## src/rtl/vga_draw_engine_if.sv

```systemverilog
// Command channel between the processor (master) and the draw engine (slave).
// Valid/ready handshake; the command fields are sampled on the accepting edge.
interface vga_draw_engine_if #(
  parameter int unsigned COLOR_WIDTH = 3
) ();
  logic                   cmd_valid;
  logic                   cmd_ready;
  logic [1:0]             cmd_op;
  logic [9:0]             cmd_x0;
  logic [9:0]             cmd_y0;
  logic [9:0]             cmd_x1;
  logic [9:0]             cmd_y1;
  logic [COLOR_WIDTH-1:0] cmd_color;

  modport master (
    output cmd_valid, cmd_op, cmd_x0, cmd_y0, cmd_x1, cmd_y1, cmd_color,
    input  cmd_ready
  );

  modport slave (
    input  cmd_valid, cmd_op, cmd_x0, cmd_y0, cmd_x1, cmd_y1, cmd_color,
    output cmd_ready
  );
endinterface

```

## src/rtl/vga_draw_engine.sv

```systemverilog
// Rasterises PLOT/RECT/CLEAR commands into row-major framebuffer writes, each held WR_HOLD cycles.
// Define VGA_DRAW_CLIP_EN to clip to the framebuffer; otherwise off-screen coordinates are rejected.
module vga_draw_engine #(
  parameter int unsigned FB_WIDTH    = 40,
  parameter int unsigned FB_HEIGHT   = 30,
  parameter int unsigned ADDR_WIDTH  = 17,
  parameter int unsigned COLOR_WIDTH = 3,
  parameter int unsigned WR_HOLD     = 2
) (
  input  logic                   clock,
  input  logic                   reset_n,
  vga_draw_engine_if.slave       cmd,
  output logic                   wr_en,
  output logic [ADDR_WIDTH-1:0]  wr_addr,
  output logic [COLOR_WIDTH-1:0] wr_data,
  output logic                   busy,
  output logic                   done,
  output logic                   err
);

  localparam logic [1:0] OpNop   = 2'b00;
  localparam logic [1:0] OpPlot  = 2'b01;
  localparam logic [1:0] OpRect  = 2'b10;
  localparam logic [1:0] OpClear = 2'b11;

  localparam logic [9:0] XLim  = 10'(FB_WIDTH);
  localparam logic [9:0] YLim  = 10'(FB_HEIGHT);
  localparam logic [9:0] XLast = 10'(FB_WIDTH - 1);
  localparam logic [9:0] YLast = 10'(FB_HEIGHT - 1);

  localparam int unsigned     HoldW    = (WR_HOLD > 1) ? $clog2(WR_HOLD) : 1;
  localparam logic [HoldW-1:0] HoldLast = HoldW'(WR_HOLD - 1);

  // FINISH/REJECT are folded into the return to idle so done/err coincide with cmd_ready.
  typedef enum logic [1:0] {StIdle, StSetup, StDraw} state_e;

  state_e state_q, state_d;

  logic [1:0]             op_q, op_d;
  logic [9:0]             x0_q, x0_d, y0_q, y0_d, x1_q, x1_d, y1_q, y1_d;
  logic [COLOR_WIDTH-1:0] color_q, color_d;
  logic [9:0]             xmin_q, xmin_d, xmax_q, xmax_d, ymax_q, ymax_d;
  logic [9:0]             x_q, x_d, y_q, y_d;
  logic [ADDR_WIDTH-1:0]  row_base_q, row_base_d;
  logic [HoldW-1:0]       hold_q, hold_d;
  logic                   wr_en_q, wr_en_d;
  logic [ADDR_WIDTH-1:0]  wr_addr_q, wr_addr_d;
  logic [COLOR_WIDTH-1:0] wr_data_q, wr_data_d;
  logic                   done_q, done_d, err_q, err_d;

  logic [9:0] s_xmin, s_xmax, s_ymin, s_ymax;
  logic       s_empty, s_reject;

  // Constant-coefficient product unrolled into shifted adds; only used once per command.
  function automatic logic [ADDR_WIDTH-1:0] row_base_of(input logic [9:0] y);
    logic [ADDR_WIDTH-1:0] acc;
    acc = '0;
    for (int b = 0; b < 16; b++) begin
      if (FB_WIDTH[b]) acc = acc + (ADDR_WIDTH'(y) << b);
    end
    return acc;
  endfunction

  // Bounding box of the latched command, valid while in StSetup.
  always_comb begin
    s_xmin   = '0;
    s_xmax   = '0;
    s_ymin   = '0;
    s_ymax   = '0;
    s_empty  = 1'b0;
    s_reject = 1'b0;
    case (op_q)
      OpPlot: begin
        s_xmin = x0_q;
        s_xmax = x0_q;
        s_ymin = y0_q;
        s_ymax = y0_q;
      end
      OpRect: begin
        s_xmin = (x0_q < x1_q) ? x0_q : x1_q;
        s_xmax = (x0_q < x1_q) ? x1_q : x0_q;
        s_ymin = (y0_q < y1_q) ? y0_q : y1_q;
        s_ymax = (y0_q < y1_q) ? y1_q : y0_q;
      end
      OpClear: begin
        s_xmax = XLast;
        s_ymax = YLast;
      end
      default: s_empty = 1'b1;
    endcase
`ifdef VGA_DRAW_CLIP_EN
    if (s_xmin >= XLim || s_ymin >= YLim) s_empty = 1'b1;
    if (s_xmax > XLast) s_xmax = XLast;
    if (s_ymax > YLast) s_ymax = YLast;
`else
    case (op_q)
      OpPlot:  s_reject = (x0_q >= XLim) || (y0_q >= YLim);
      OpRect:  s_reject = (x0_q >= XLim) || (x1_q >= XLim) || (y0_q >= YLim) || (y1_q >= YLim);
      default: s_reject = 1'b0;
    endcase
`endif
  end

  always_comb begin
    state_d    = state_q;
    op_d       = op_q;
    x0_d       = x0_q;
    y0_d       = y0_q;
    x1_d       = x1_q;
    y1_d       = y1_q;
    color_d    = color_q;
    xmin_d     = xmin_q;
    xmax_d     = xmax_q;
    ymax_d     = ymax_q;
    x_d        = x_q;
    y_d        = y_q;
    row_base_d = row_base_q;
    hold_d     = hold_q;
    wr_en_d    = wr_en_q;
    wr_addr_d  = wr_addr_q;
    wr_data_d  = wr_data_q;
    done_d     = 1'b0;
    err_d      = 1'b0;
    unique case (state_q)
      StIdle: begin
        wr_en_d = 1'b0;
        if (cmd.cmd_valid) begin
          op_d    = cmd.cmd_op;
          x0_d    = cmd.cmd_x0;
          y0_d    = cmd.cmd_y0;
          x1_d    = cmd.cmd_x1;
          y1_d    = cmd.cmd_y1;
          color_d = cmd.cmd_color;
          state_d = StSetup;
        end
      end
      StSetup: begin
        if (s_reject) begin
          err_d   = 1'b1;
          state_d = StIdle;
        end else if (s_empty) begin
          done_d  = 1'b1;
          state_d = StIdle;
        end else begin
          xmin_d     = s_xmin;
          xmax_d     = s_xmax;
          ymax_d     = s_ymax;
          x_d        = s_xmin;
          y_d        = s_ymin;
          row_base_d = row_base_of(s_ymin);
          wr_addr_d  = row_base_of(s_ymin) + ADDR_WIDTH'(s_xmin);
          wr_data_d  = color_q;
          wr_en_d    = 1'b1;
          hold_d     = '0;
          state_d    = StDraw;
        end
      end
      StDraw: begin
        if (hold_q != HoldLast) begin
          hold_d = hold_q + HoldW'(1);
        end else begin
          hold_d = '0;
          // Equality tests rather than increments-then-compare so counters never pass the bound.
          if (x_q != xmax_q) begin
            x_d       = x_q + 10'd1;
            wr_addr_d = wr_addr_q + ADDR_WIDTH'(1);
          end else if (y_q != ymax_q) begin
            x_d        = xmin_q;
            y_d        = y_q + 10'd1;
            row_base_d = row_base_q + ADDR_WIDTH'(FB_WIDTH);
            wr_addr_d  = row_base_q + ADDR_WIDTH'(FB_WIDTH) + ADDR_WIDTH'(xmin_q);
          end else begin
            wr_en_d = 1'b0;
            done_d  = 1'b1;
            state_d = StIdle;
          end
        end
      end
      default: state_d = StIdle;
    endcase
  end

  always_ff @(posedge clock or negedge reset_n) begin
    if (!reset_n) begin
      state_q    <= StIdle;
      op_q       <= OpNop;
      x0_q       <= '0;
      y0_q       <= '0;
      x1_q       <= '0;
      y1_q       <= '0;
      color_q    <= '0;
      xmin_q     <= '0;
      xmax_q     <= '0;
      ymax_q     <= '0;
      x_q        <= '0;
      y_q        <= '0;
      row_base_q <= '0;
      hold_q     <= '0;
      wr_en_q    <= 1'b0;
      wr_addr_q  <= '0;
      wr_data_q  <= '0;
      done_q     <= 1'b0;
      err_q      <= 1'b0;
    end else begin
      state_q    <= state_d;
      op_q       <= op_d;
      x0_q       <= x0_d;
      y0_q       <= y0_d;
      x1_q       <= x1_d;
      y1_q       <= y1_d;
      color_q    <= color_d;
      xmin_q     <= xmin_d;
      xmax_q     <= xmax_d;
      ymax_q     <= ymax_d;
      x_q        <= x_d;
      y_q        <= y_d;
      row_base_q <= row_base_d;
      hold_q     <= hold_d;
      wr_en_q    <= wr_en_d;
      wr_addr_q  <= wr_addr_d;
      wr_data_q  <= wr_data_d;
      done_q     <= done_d;
      err_q      <= err_d;
    end
  end

  assign cmd.cmd_ready = (state_q == StIdle);
  assign busy          = (state_q != StIdle);
  assign wr_en         = wr_en_q;
  assign wr_addr       = wr_addr_q;
  assign wr_data       = wr_data_q;
  assign done          = done_q;
  assign err           = err_q;

endmodule
```

## src/flat_wrapper.sv

```systemverilog
// flat-port wrapper written by rule: the top's interface ports become plain ports
module vga_draw_engine_flat 
#(
  parameter int unsigned FB_WIDTH    = 40,
  parameter int unsigned FB_HEIGHT   = 30,
  parameter int unsigned ADDR_WIDTH  = 17,
  parameter int unsigned COLOR_WIDTH = 3,
  parameter int unsigned WR_HOLD     = 2
)
  (clock, reset_n, wr_en, wr_addr, wr_data, busy, done, err, cmd_cmd_valid, cmd_cmd_op, cmd_cmd_x0, cmd_cmd_y0, cmd_cmd_x1, cmd_cmd_y1, cmd_cmd_color, cmd_cmd_ready);
  vga_draw_engine_if #(.COLOR_WIDTH(COLOR_WIDTH)) cmd_i ();
  input  logic clock;
  input  logic reset_n;
  output logic wr_en;
  output logic [ADDR_WIDTH-1:0] wr_addr;
  output logic [COLOR_WIDTH-1:0] wr_data;
  output logic busy;
  output logic done;
  output logic err;
  input wire logic [$bits(cmd_i.cmd_valid)-1:0] cmd_cmd_valid;
  input wire logic [$bits(cmd_i.cmd_op)-1:0] cmd_cmd_op;
  input wire logic [$bits(cmd_i.cmd_x0)-1:0] cmd_cmd_x0;
  input wire logic [$bits(cmd_i.cmd_y0)-1:0] cmd_cmd_y0;
  input wire logic [$bits(cmd_i.cmd_x1)-1:0] cmd_cmd_x1;
  input wire logic [$bits(cmd_i.cmd_y1)-1:0] cmd_cmd_y1;
  input wire logic [$bits(cmd_i.cmd_color)-1:0] cmd_cmd_color;
  output wire logic [$bits(cmd_i.cmd_ready)-1:0] cmd_cmd_ready;
  assign cmd_i.cmd_valid = cmd_cmd_valid;
  assign cmd_i.cmd_op = cmd_cmd_op;
  assign cmd_i.cmd_x0 = cmd_cmd_x0;
  assign cmd_i.cmd_y0 = cmd_cmd_y0;
  assign cmd_i.cmd_x1 = cmd_cmd_x1;
  assign cmd_i.cmd_y1 = cmd_cmd_y1;
  assign cmd_i.cmd_color = cmd_cmd_color;
  assign cmd_cmd_ready = cmd_i.cmd_ready;
  vga_draw_engine #(.FB_WIDTH(FB_WIDTH), .FB_HEIGHT(FB_HEIGHT), .ADDR_WIDTH(ADDR_WIDTH), .COLOR_WIDTH(COLOR_WIDTH), .WR_HOLD(WR_HOLD)) u_core (.clock(clock), .reset_n(reset_n), .cmd(cmd_i), .wr_en(wr_en), .wr_addr(wr_addr), .wr_data(wr_data), .busy(busy), .done(done), .err(err));
endmodule
```

## config.mk

```make
export PLATFORM = sky130hd
export DESIGN_NAME = vga_draw_engine_flat
export DESIGN_NICKNAME = d
export VERILOG_FILES = /design/src/rtl/vga_draw_engine_if.sv /design/src/rtl/vga_draw_engine.sv /design/src/flat_wrapper.sv
export SDC_FILE = /design/constraint.sdc
export NUM_CORES = 1
export LEC_CHECK = 0
export BUFFER_PORTS_ARGS = -buffer_cell sky130_fd_sc_hd__buf_2
export CELL_PAD_IN_SITES_DETAIL_PLACEMENT = 1
export CELL_PAD_IN_SITES_GLOBAL_PLACEMENT = 1
export CORE_MARGIN = 8
export CORE_UTILIZATION = 51
export CTS_CLUSTER_SIZE = 8
export DETAILED_ROUTE_END_ITERATION = 16
export PLACE_DENSITY = 0.95
export SYNTH_ARGS = -nofsm -noshare
export SYNTH_HDL_FRONTEND = slang
export SYNTH_SLANG_ARGS = --single-unit
```

## constraint.sdc

```tcl
create_clock -name clock -period 7.7 [get_ports clock]
set_input_delay 0.77 -clock clock [delete_from_list [all_inputs] [get_ports clock]]
set_output_delay 0.77 -clock clock [all_outputs]
set_load 0.01 [all_outputs]
```

==> results of run 1 <==
==> cell usage after synthesis (all sizes together) (9+ instances only) <==
library cell	n	share of area
a21o	9	0.0070
a21oi	62	0.034
a22oi	10	0.0078
a31oi	14	0.012
and2	23	0.015
and3	15	0.0098
buf	13	0.0071
clkbuf	38	0.015
dfrtp	135	0.35
ha	53	0.069
inv	41	0.016
mux2	75	0.088
mux2i	17	0.018
nand2	98	0.039
nand2b	11	0.0072
nand3	32	0.017
nand4	13	0.0091
nor2	44	0.017
nor2b	10	0.0065
nor3	19	0.010
o211ai	31	0.025
o21a	17	0.013
o21ai	79	0.042
xnor2	40	0.037
xor2	34	0.031
==> power breakdown <==
group / switching [W] / internal [W] / leakage, nW
Sequential: 0.000412 / 0.000998 / 1.71
Clock: 0.000363 / 0.000519 / 0.298
Combinational: 0.00220 / 0.00137 / 2.79
==> final cells by class <==
cell class | count | area, µm² | share of cell area
clock buffers | 18 | 429 | 0.0400
clock inverters | 14 | 188 | 0.0175
inverters | 41 | 154 | 0.0143
multi-input cells | 803 | 5850 | 0.545
flip-flops and latches | 135 | 3380 | 0.315
well taps | 234 | 293 | 0.0273
repair buffers | 83 | 449 | 0.0418
==> routing by layer <==
| layer | part of all wire | vias to the layer above | global-route usage |
|---|---|---|---|
| li1 | - | 3869 | - |
| met1 | 0.40 | 4443 | 0.331 |
| met2 | 0.49 | 428 | 0.484 |
| met3 | 0.062 | 130 | 0.0522 |
| met4 | 0.044 | 2 | 0.146 |
| met5 | 0.00033 | - | 0 |
==> worst paths after layout <==
path                       slack [ns]  cells past startpoint                  to        startpoint
setup / recovery                 1.53                     25  u_core.wr_addr[14]    u_core.y1_q[7]
hold / removal                   0.39                      1   u_core.wr_addr[8]           reset_n
setup reg to reg                 1.53                     25  u_core.wr_addr[14]    u_core.y1_q[7]
hold reg to reg                  0.50                      2    u_core.ymax_q[2]  u_core.ymax_q[2]
max in group asynchronous        6.02                      2       u_core.hold_q           reset_n
min in group clock               0.50                      2    u_core.ymax_q[2]  u_core.ymax_q[2]
==> worst reg2reg max path, delay by kind of cell (launching register included) <==
family          cells  cell delay, ns
mux                 2            0.54
buf+inv             2            0.37
compound gates      7            1.62
simple gates        9            1.51
flops               1            0.44
fa+ha+maj           4            1.45
xor+xnor            1            0.11
==> logic make-up after synthesis <==
logic type	synth area share
AND/OR/NAND/NOR	0.151
adder cells (fa/ha/maj)	0.0734
AO/OA/AOI/OAI	0.212
multiplexers	0.106
buffers and inverters	0.0380
flip-flops	0.352
XOR/XNOR	0.0676
==> registers in the layout (all words and copies together) (netlist names) <==
register,flops
u_core.x_q,10
u_core.done,1
u_core.wr_en,1
u_core.y1_q,10
u_core.state_q,2
u_core.y_q,10
u_core.err,1
u_core.wr_addr,17
u_core.x0_q,10
u_core.y0_q,10
u_core.x1_q,10
u_core.xmin_q,10
u_core.color_q,3
u_core.row_base_q,14
u_core.xmax_q,10
u_core.hold_q,1
u_core.op_q,2
u_core.wr_data,3
u_core.ymax_q,10
==> through the flow <==
step | worst slack (ns) | hold WS (ns) | instances | utilization
5_1_grt | 1.35 | 0.452 | 1328 | 0.578
3_3_place_gp | 2.22 | 0.477 | 1296 | 0.545
2_1_floorplan | 2.56 | 0.445 | 1030 | -
6_report | 1.53 | 0.389 | 1328 | 0.578
3_5_place_dp | 1.93 | 0.489 | 1296 | 0.545
4_1_cts | 1.66 | 0.416 | 1328 | 0.578
==> impl_metrics.tcl, run 1 <==
set metrics [dict create \
    design.die.area_um2 23400 \
    initial_antenna_violation_count 1 \
    drtAntennaViolNets 0 \
    area_delta_synth_final_pct 12.1 \
    tritoncts "built" \
    final.fill_count 2097 \
    layout.cells.most_common "dfrtp_1" \
    cts_buffers 17 \
    synth_sequential_area_ratio 0.352 \
    start_util 0.516 \
    worst_skew_pair.late_latency_ns 0.43 \
    asyncSetResetFlopFracSynth 1.00 \
    ctsResizeCount 0 \
    crit_type "register to register" \
    antenna_cells 0 \
    synthCells 1030 \
    clkSinkCount 135 \
    drt-vias-per-instance 6.68 \
    number_of_cell_rows 50 \
    count_of_yosys_warnings_during_synthesis 0 \
    worst-path-max-fanout 11 \
    ys_seq_elements 135 \
    total_wire_length_after_detailed_routing_mm 33.2 \
    drt_iter0_markers 727 \
    final_area_um2 10700 \
    timing.critical_path.buf_inv 2 \
    setup-tns-final_ns 0 \
    report.final.slew_viol_count 0 \
    vdd_drop_max_uv 296 \
    avgRoutedWirePerCell_um 25.0 \
    hold_viol 0 \
    grt_pass1_wl_mm 53.1 \
    cts-hold-fix-buffers 0 \
    cp_top_family "compound AO/OA/AOI/OAI gates" \
    cts_max_level 4 \
    pin_count_of_the_biggest_net_entering_global_routing 82 \
    syn-num-nets 1133 \
    powerDensity_nw_per_um2 546 \
    globalRoute.totalOverflow 0 \
    floorplan.die.height_um 153 \
    timing.final.crit_period_ns 6.17 \
    cp_slowest_cell "fa_1" \
    cts_buffer_depth 2 \
    first_global_vias 9655 \
    worst_ep_arrival_time_ns 6.48 \
    slowest_delay_ns 0.46 \
    cellLeakagePower_nw 4.80 \
    setup_violations 0 \
    report.power.total_w 0.00586 \
    syn_avg_cell_area_um2 9.31 \
    max_slew.worst_pin.slew_ns 1.05 \
    die_w_um 153 \
    yosys_most_used_dff "dfrtp_1" \
    drive_above_1_share 0.198 \
    final_cell_mix "135 x dfrtp_1, 96 x nand2_1, 76 x o21ai_0" \
    detail_route.drc_violations 0 \
    final_weighted_congestion_of_routability_driven_global_placement 0.897 \
    post_synth_cell_types 82 \
    via_total_after_detailed_routing 8872 \
    track_usage 0.282 \
    dr.pass1.iters 5 \
    final_net_count 1184 \
    timing.clock.skew_ns 0.0119 \
    crit_path_start_kind "register" \
    grt_setup_unrepaired "false" \
    core_box_area_um2 18600 \
    clock_slew_seen_by_the_registers_of_the_worst_setup_and_hold_paths_ns 0.07 \
    timing.slew.headroom 0.296 \
    worst_ep_required_time_ns 8.01 \
    timing.max_cap.violations 0 \
    status "finished clean" \
    final.period_utilization 0.801 \
    total_placed_instance_area_um2 10100 \
    cts_setup_buffers 0 \
    worstHoldPathType "primary input to asynchronous set/reset pin" \
    dp_hpwl_mm 22.0 \
    port_buffers 72 \
    post_synth_edffs 0 \
    critical_path.endpoint_type "register" \
    syn-cell-area_um2 9580 \
    fmax_mhz 162 \
    ios 73 \
    clockRootBuffer "clkbuf_16" \
]
(Power assumes the default switching activity.)
==> run 2: changes to the inputs <==
--- a/config.mk
+++ b/config.mk
@@ -9,10 +9,10 @@
 export CELL_PAD_IN_SITES_DETAIL_PLACEMENT = 1
 export CELL_PAD_IN_SITES_GLOBAL_PLACEMENT = 1
 export CORE_MARGIN = 8
-export CORE_UTILIZATION = 51
+export CORE_UTILIZATION = 48
 export CTS_CLUSTER_SIZE = 8
 export DETAILED_ROUTE_END_ITERATION = 16
-export PLACE_DENSITY = 0.95
+export PLACE_DENSITY = 0.92
 export SYNTH_ARGS = -nofsm -noshare
 export SYNTH_HDL_FRONTEND = slang
 export SYNTH_SLANG_ARGS = --single-unit
==> constraint.sdc (replaced) <==
create_clock -name clock -period 5.7 [get_ports clock]
set_input_delay 0.57 -clock clock [delete_from_list [all_inputs] [get_ports clock]]
set_output_delay 0.57 -clock clock [all_outputs]
set_load 0.01 [all_outputs]
==> run 2 against run 1 <==
Critical path depth down 3; sequential share of layout area down 0.091 points; count of clock-buffer cells in the layout up 2; non-clock buffer count up 4; largest cell class unchanged.
==> impl_metrics.tcl, run 2 (synthesized netlist as in run 1, its figures left out) <==
set metrics [dict create \
    number_of_cell_rows 51 \
    drt_iter0_markers 556 \
    pin_count_of_the_biggest_net_entering_global_routing 80 \
    grt_pass1_wl_mm 49.9 \
    slowest_delay_ns 0.49 \
    clock_slew_seen_by_the_registers_of_the_worst_setup_and_hold_paths_ns 0.07 \
    status "finished clean" \
    final_cell_mix "135 x dfrtp_1, 96 x nand2_1, 75 x o21ai_0, 75 x mux2_2, 71 x buf_2" \
    cts_buffers 17 \
    timing.slew.headroom 0.297 \
    drt-vias-per-instance 6.20 \
    tritoncts "built" \
    timing.final.crit_period_ns 5.41 \
    fmax_mhz 185 \
    reg2reg_from "u_core.y1_q[7]" \
    rrSetupSlack_ns 0.29 \
    pwr-share-seq 0.247 \
    cts_max_level 4 \
    report.power.total_w 0.00765 \
    p_sw_frac 0.501 \
    setup-tns-final_ns 0 \
    cts-hold-fix-buffers 0 \
    int_pwr_w 0.00382 \
    drtAntennaViolNets 0 \
    ios 73 \
    clkSinkCount 135 \
    detail_route.drc_violations 0 \
    floorplan.die.height_um 157 \
    dr.pass1.iters 5 \
    core_box_area_um2 19500 \
    via_total_after_detailed_routing 8445 \
    drive_above_1_share 0.205 \
    cell_by_cell_listing_of_the_critical_path "inv_1 -> ha_1 -> a211o_1 -> a21o_2 -> o211ai_1 -> a21oi_1 -> o21ai_0 -> inv_1 -> fa_1 -> a21oi_2 -> nor2b_1 -> nor2_1 -> xnor2_1 -> ha_1 -> nor2_1 -> nor2_1 -> o41ai_1 -> nor2b_1 -> nand4_1 -> mux2_2 -> a41oi_1 -> or3b_1" \
    setup_slack_ns 0.286 \
    largest_reg_flops 17 \
    topRoutingLayerUsed "met4" \
    final.period_utilization 0.950 \
    worstReg2RegEnd "u_core.wr_addr[14]" \
    crit_type "register to register" \
    hold_viol 0 \
    reg2regPathDepth 22 \
    design.die.area_um2 24700 \
    power.combinational.fraction 0.610 \
    detailroute.wirelength.met3_mm 1.44 \
    pwr-share-clk 0.143 \
    crit_path_start_kind "register" \
    vdd_drop_max_uv 415 \
    whs_ns 0.179 \
    antenna_cells 0 \
    setup_violations 0 \
    report.final.slew_viol_count 0 \
    final_weighted_congestion_of_routability_driven_global_placement 0.881 \
    worst-path-max-fanout 10 \
    avgRoutedWirePerCell_um 22.6 \
    total_switching_power_w 0.00383 \
    port_buffers 72 \
    cellLeakagePower_nw 4.79 \
    cp_slowest_cell "fa_1" \
    worst_ep_arrival_time_ns 5.73 \
    first_global_vias 9173 \
    globalRoute.totalOverflow 0 \
    powerDensity_nw_per_um2 710 \
    worst_skew_pair.late_latency_ns 0.44 \
    max_slew.worst_pin.slew_ns 1.05 \
    post-place-ws_ns 0.341 \
    worst_ep_required_time_ns 6.01 \
    clockRootBuffer "clkbuf_16" \
    timing.max_cap.violations 0 \
    final_net_count 1188 \
    dp_hpwl_mm 22.0 \
    track_usage 0.255 \
    worstHoldPathType "primary input to asynchronous set/reset pin" \
    area_delta_synth_final_pct 12.4 \
    cts_buffer_depth 2 \
    die_w_um 157 \
    final.fill_count 2254 \
    total_wire_length_after_detailed_routing_mm 30.8 \
    critical_path.most_common_cell "nor2_1" \
    timing.clock.skew_ns 0.0111 \
    start_util 0.491 \
    layout.cells.most_common "dfrtp_1" \
    dr_wl_met2_mm 15.4 \
    critical_path.endpoint_type "register" \
    initial_antenna_violation_count 0 \
    met1_wl_mm 13.2 \
]
[run 2: per-layer routing]
layer	track usage	vias to the layer above
met1	0.304	4249
met4	0.0902	0
met5	0	-
met3	0.0562	64
li1	-	3895
met2	0.446	237
[run 2: worst max-delay path by stage]
| stage | startpoint | endpoint | cells past startpoint |
|---|---|---|---|
| after floorplan | u_core.y1_q[7] | u_core.wr_addr[14] | 25 |
| after global placement | u_core.y1_q[7] | u_core.wr_addr[14] | 23 |
| after detailed placement | u_core.y1_q[7] | u_core.wr_addr[14] | 23 |
| after CTS | u_core.y1_q[7] | u_core.wr_addr[14] | 23 |
| after global routing | u_core.y1_q[7] | u_core.wr_addr[14] | 23 |
| final | u_core.y1_q[7] | u_core.wr_addr[14] | 22 |
[run 2: final cells by class]
cell class	count	area, µm²	share of cell area
Timing Repair Buffer	87	479	0.0445
Multi-Input combinational cell	803	5860	0.544
Inverter	41	154	0.0143
Sequential cell	135	3380	0.314
Clock buffer	20	467	0.0433
Tap cell	265	332	0.0308
Clock inverter	12	104	0.00964
[run 2: power groups by stage]
stage	Clock, W	Sequential, W	Combinational, W
2_1_floorplan	0	0.00171	0.00336
3_3_place_gp	0	0.00181	0.00428
3_5_place_dp	0	0.00187	0.00451
4_1_cts	0.00110	0.00187	0.00461
5_1_grt	0.00114	0.00194	0.00508
6_report	0.00109	0.00189	0.00467
[run 2: what timing repair did]
action | in CTS | in global routing
buffers inserted | 0 | 0
resized for setup | 0 | 4
setup endpoints to repair | 0 | 1
[run 2: metrics by stage]
stage / std cells / cell area (µm²) / util
after floorplan: 1030 / 9580 / -
after global placement: 1331 / 10200 / 0.522
after detailed placement: 1331 / 10200 / 0.522
after CTS: 1363 / 10800 / 0.551
after global routing: 1363 / 10800 / 0.552
final: 1363 / 10800 / 0.552
[run 2: critical path, delay by kind of cell, from the launching register on]
family | cells | cell delay, ns
xor gates and xnor gates | 1 | 0.11
muxes | 1 | 0.30
and+or+nand+nor | 7 | 1.06
buffers and inverters | 2 | 0.26
DFF | 1 | 0.42
AOI/OAI and AO/OA | 8 | 1.96
adders and majority gates | 3 | 1.18
